<file path="src/rtl/alu_sched.sv">
// Scheduler sharing one external combinational ALU between two requesters.
// Round-robin accept, fixed DRIVE/CAPTURE settle window, tagged response handshake.
module alu_sched #(
   parameter int unsigned WIDTH = 16
) (
   input  logic             clk,
   input  logic             reset,
   input  logic             req0_valid,
   input  logic [2:0]       req0_op,
   input  logic [WIDTH-1:0] req0_x,
   input  logic [WIDTH-1:0] req0_y,
   output logic             req0_ready,
   input  logic             req1_valid,
   input  logic [2:0]       req1_op,
   input  logic [WIDTH-1:0] req1_x,
   input  logic [WIDTH-1:0] req1_y,
   output logic             req1_ready,
   output logic             rsp_valid,
   output logic             rsp_id,
   output logic [WIDTH-1:0] rsp_data,
   input  logic             rsp_ready,
   output logic [2:0]       alu_op,
   output logic [WIDTH-1:0] alu_x,
   output logic [WIDTH-1:0] alu_y,
   input  logic [WIDTH-1:0] alu_ans,
   output logic             busy,
   output logic [15:0]      ops_done
);

   localparam int unsigned OP_W  = 3;
   localparam int unsigned CNT_W = 16;

   typedef enum logic [1:0] {
      S_IDLE    = 2'd0,
      S_DRIVE   = 2'd1,
      S_CAPTURE = 2'd2,
      S_RESP    = 2'd3
   } state_e;

   state_e             state_q, state_d;

   logic               owner_q, owner_d;
   logic               last_grant_q, last_grant_d;
   logic [OP_W-1:0]    alu_op_q, alu_op_d;
   logic [WIDTH-1:0]   alu_x_q, alu_x_d;
   logic [WIDTH-1:0]   alu_y_q, alu_y_d;
   logic               rsp_valid_q, rsp_valid_d;
   logic               rsp_id_q, rsp_id_d;
   logic [WIDTH-1:0]   rsp_data_q, rsp_data_d;
   logic [CNT_W-1:0]   ops_done_q, ops_done_d;

   logic               accept_c;
   logic               rsp_fire_c;

   // State register
   always_ff @(posedge clk) begin
      if (reset) begin
         state_q <= S_IDLE;
      end else begin
         state_q <= state_d;
      end
   end

   // Next-state logic
   always_comb begin
      state_d = state_q;
      case (state_q)
         S_IDLE:    if (accept_c)   state_d = S_DRIVE;
         S_DRIVE:                   state_d = S_CAPTURE;
         S_CAPTURE:                 state_d = S_RESP;
         S_RESP:    if (rsp_fire_c) state_d = S_IDLE;
         default:                   state_d = S_IDLE;
      endcase
   end

   // Handshake outputs; last_grant breaks ties so contention alternates
   always_comb begin
      req0_ready = 1'b0;
      req1_ready = 1'b0;
      if (state_q == S_IDLE && !reset) begin
         req0_ready = req0_valid & (~req1_valid |  last_grant_q);
         req1_ready = req1_valid & (~req0_valid | ~last_grant_q);
      end
   end

   assign accept_c   = req0_ready | req1_ready;
   assign rsp_fire_c = (state_q == S_RESP) & rsp_valid_q & rsp_ready;

   // Datapath next values: ALU operands held from accept to the next accept
   always_comb begin
      owner_d      = owner_q;
      last_grant_d = last_grant_q;
      alu_op_d     = alu_op_q;
      alu_x_d      = alu_x_q;
      alu_y_d      = alu_y_q;
      rsp_valid_d  = rsp_valid_q;
      rsp_id_d     = rsp_id_q;
      rsp_data_d   = rsp_data_q;
      ops_done_d   = ops_done_q;

      if (accept_c) begin
         owner_d = req1_ready;
         if (req1_ready) begin
            alu_op_d = req1_op;
            alu_x_d  = req1_x;
            alu_y_d  = req1_y;
         end else begin
            alu_op_d = req0_op;
            alu_x_d  = req0_x;
            alu_y_d  = req0_y;
         end
      end

      if (state_q == S_CAPTURE) begin
         rsp_data_d  = alu_ans;
         rsp_valid_d = 1'b1;
         rsp_id_d    = owner_q;
      end

      if (rsp_fire_c) begin
         rsp_valid_d  = 1'b0;
         last_grant_d = owner_q;
         ops_done_d   = ops_done_q + CNT_W'(1);
      end
   end

   // Datapath registers
   always_ff @(posedge clk) begin
      if (reset) begin
         owner_q      <= 1'b0;
         last_grant_q <= 1'b1;
         alu_op_q     <= '0;
         alu_x_q      <= '0;
         alu_y_q      <= '0;
         rsp_valid_q  <= 1'b0;
         rsp_id_q     <= 1'b0;
         rsp_data_q   <= '0;
         ops_done_q   <= '0;
      end else begin
         owner_q      <= owner_d;
         last_grant_q <= last_grant_d;
         alu_op_q     <= alu_op_d;
         alu_x_q      <= alu_x_d;
         alu_y_q      <= alu_y_d;
         rsp_valid_q  <= rsp_valid_d;
         rsp_id_q     <= rsp_id_d;
         rsp_data_q   <= rsp_data_d;
         ops_done_q   <= ops_done_d;
      end
   end

   assign alu_op    = alu_op_q;
   assign alu_x     = alu_x_q;
   assign alu_y     = alu_y_q;
   assign rsp_valid = rsp_valid_q;
   assign rsp_id    = rsp_id_q;
   assign rsp_data  = rsp_data_q;
   assign ops_done  = ops_done_q;
   assign busy      = (state_q != S_IDLE);

endmodule

</file>
<file path="config.mk">
export PLATFORM = sky130hd
export DESIGN_NAME = alu_sched
export DESIGN_NICKNAME = d
export VERILOG_FILES = /design/src/rtl/alu_sched.sv
export SDC_FILE = /design/constraint.sdc
export NUM_CORES = 1
export LEC_CHECK = 0
export BUFFER_PORTS_ARGS = -buffer_cell sky130_fd_sc_hd__buf_2
export CAP_MARGIN = 30
export CORE_UTILIZATION = 41
export DETAILED_ROUTE_END_ITERATION = 8
export PLACE_DENSITY = 0.8
export SLEW_MARGIN = 20
export SYNTH_ARGS = -nofsm -noshare
export SYNTH_HDL_FRONTEND = slang
export SYNTH_SLANG_ARGS = --single-unit
</file>
<file path="constraint.sdc">
create_clock -name clk -period 1.44 [get_ports clk]
set_input_delay 0 -clock clk [delete_from_list [all_inputs] [get_ports clk]]
set_output_delay 0 -clock clk [all_outputs]
set_load 0.005 [all_outputs]
</file>
==> flow_summary_export.csv <==
group,metric,value,unit
outcome,violations,"setup timing",
outcome,status,"complete, but fails checks",
cells_and_area,fin_cells,762,
timing,finalWorstSetupSlack,-0.189,ns
die,die_x,89.7,um
place,pre_cts_slack,-0.137,ns
cells_and_area,n_fill_cell,405,
pwr,finalPower,0.00775,W
die,fp.dieArea,8050,um^2
cts,cts_tree,"done",
setup_path,endpoint_kind,"flop",
drt,drtPass1Iterations,5,
die,io_pins,163,
drt,drt_first_iter_violations,275,
yosys,synth_nets,469,
die,coreArea,7330,um^2
timing,tightestPinTransition,0.559,ns
pwr,ir_drop,0.000785,V
cts,cts_root_buf,"clkbuf_8",
global_route,grt_pass1_wl,20500,um
setup_path,ff2ff_setup_slack,-0.19,ns
drt,drcViolationCount,0,
global_route,grt_pass1_vias,4173,
yosys,synth-edff-count,0,
place,placed_cells,641,
die,fp-row-count,31,
drt,viasPerCell,5.65,
place,port_buffers,162,
timing,hold_violations,0,
place,place.gp.congestion,0.848,
setup_path,cp.required,1.69,ns
yosys,yosysWarnings,0,
cells_and_area,syn_to_final_growth,88.0,%
setup_path,criticalPathCategory,"reg2reg",
cells_and_area,fin_util,0.810,
pwr,power_density,1310,nW/um^2
yosys,netlist_top_cells_count,"nand2_1, dfxtp_1, nor2_1",
setup_path,timing.rr.start,"state_q[0]",
global_route,antenna_found_initial,1,
timing,finalSetupViolCount,39,
cts,cts_inserted_buffers,9,
timing,slew_violations,0,
setup_path,crit_fanout,6,
cts,cts.sinks,73,
die,initial_core_util,0.431,
cts,clk_latency,0.36,ns
worst_hold_path,hp-class,"in2reg",
cts,h-tree-depth,3,
timing,tns,-4.02,ns
cells_and_area,multi_input_area,1770,um^2
yosys,synth.most_common_cell,"nand2_1",
setup_path,r2r_cells,8,
pwr,p_leak,2.70,nW
cts,cts.clk_slew.worst_paths,0.09,ns
drt,final_antenna_net_count,0,
cells_and_area,nets,753,
job,maxCapViolCount,0,
cells_and_area,ff_latch_area,1470,um^2
yosys,ys_seq_area_frac,0.463,
timing,final.setup_skew,0.0115,ns
cts,cts.path.max_buffers,2,
drt,routed_wl,14700,um
yosys,ys_ff_latch,73,
setup_path,crit_path_start_kind,"flop",
global_route,overflow,0,
setup_path,reg2reg_to,"alu_x[1]",
cells_and_area,drive_above_1_share,0.444,
drt,routedWlPerCell,19.3,um
setup_path,endpoint,"alu_x[1]",
yosys,synth.largest_area_cell,"dfxtp_1",
setup_path,cp-startpoint,"state_q[0]",
setup_path,critPathArrivalTime,1.88,ns
yosys,synth_cells,373,
timing,min_period,1.63,ns
yosys,syn_area_per_cell,8.46,um^2
timing,max_freq,614,MHz
drt,vias,4308,
yosys,synth-main-ff-cell,"dfxtp_1",
timing,fin_crit_sh,1.13,
yosys,synth_top_area_share,0.463,
yosys,synth-async-reset-ratio,0,
yosys,ys_types,36,
global_route,grt_use_total,0.325,
global_route,grt_max_degree,42,
timing,relSlewSlack,0.627,
die,die_h,89.7,um
yosys,syn_area,3160,um^2
timing,rsz0062_at_grt,"yes",
yosys,synth_area_leaders,"dfxtp_1, a311oi_1, nand2_1",
place,dp_hpwl,6270,um
## layout make-up
class	count	area share
timing repair buffer	298	0.393
multi-input combinational	267	0.299
sequential	73	0.247
clock buffer	9	0.0209
tap	99	0.0209
clock inverter	7	0.0120
inverter	8	0.00717
antenna	1	0.000422
## report_power, final
group	switching, W	internal (W)	leakage, nW
Sequential	0.000275	0.00243	0.598
Clock	0.000848	0.000797	0.0912
Combinational	0.00166	0.00174	2.01
## worst min path at each step
stage                     from           to  slack [ns]  depth (start not counted)
floorplan           req1_valid   req0_ready        0.06                          1
global placement    alu_ans[5]  rsp_data[5]        0.23                          3
CTS                 req1_valid      owner_q        0.02                          3
global route        req1_valid      owner_q        0.05                          3
detailed placement  alu_ans[1]  rsp_data[1]        0.24                          3
finish              req1_valid      owner_q        0.04                          3
## cell usage in the layout (no fill, tap or decap), drive strengths merged, types with 2 or more instances in the layout
cell type / n
buf: 205
clkinvlp: 3
nand3: 8
dfxtp: 73
o21ai: 3
nor2: 69
nand4: 8
nand2: 82
mux2i: 17
xor2: 3
inv: 7
ha: 5
clkinv: 4
nor2b: 2
nor3: 6
clkbuf: 15
a311oi: 36
dlygate4sd3: 86
a21oi: 7
nor4: 4
a21o: 2
xnor2: 7
## state kept, by name, summed over array words and instances, names as in the netlist
register      cells
alu_op            3
rsp_valid         1
state_q           2
rsp_data         16
owner_q           1
ops_done         16
alu_y            16
rsp_id            1
alu_x            16
last_grant_q      1
## critical path, cell delays in order, from the launching register on
cell and delay [ns]:
dfxtp_2 0.36, inv_2 0.06, ha_4 0.16, nor2b_4 0.13, nand3_4 0.11, buf_8 0.16, clkbuf_16 0.16, nand2_1 0.07
a311oi_1 0.32
## through the flow
step                area (um^2)  hold WS (ns)
floorplan                  3210        0.0643
global placement           4290         0.235
detailed placement         4290         0.244
CTS                        5570        0.0229
global route               5940        0.0502
finish                     5940        0.0412
## kinds of logic after synthesis
| family | share of synthesized area |
|---|---|
| and+or+nand+nor | 0.258 |
| DFF | 0.463 |
| buffers and inverters | 0.0480 |
| muxes | 0.0575 |
| xor gates and xnor gates | 0.0277 |
| adders and majority gates | 0.0198 |
| AOI/OAI and AO/OA | 0.126 |
## per-layer routing
metal  track usage  wire, um  up-vias
met5             0         0        -
met4         0.281      1240        0
met3        0.0753      1130      111
met2         0.564      7230      345
met1         0.327      5110     1991
li1              -         -     1861
## repair_timing
action	CTS	global route
gates cloned	5	6
pin swaps	12	30
setup buffers	4	3
hold buffers	86	0
hold endpoints to repair	51	0
gates resized for setup	21	52
endpoints found under the setup margin	39	47
No activity file was read; power rests on OpenSTA's default activity.
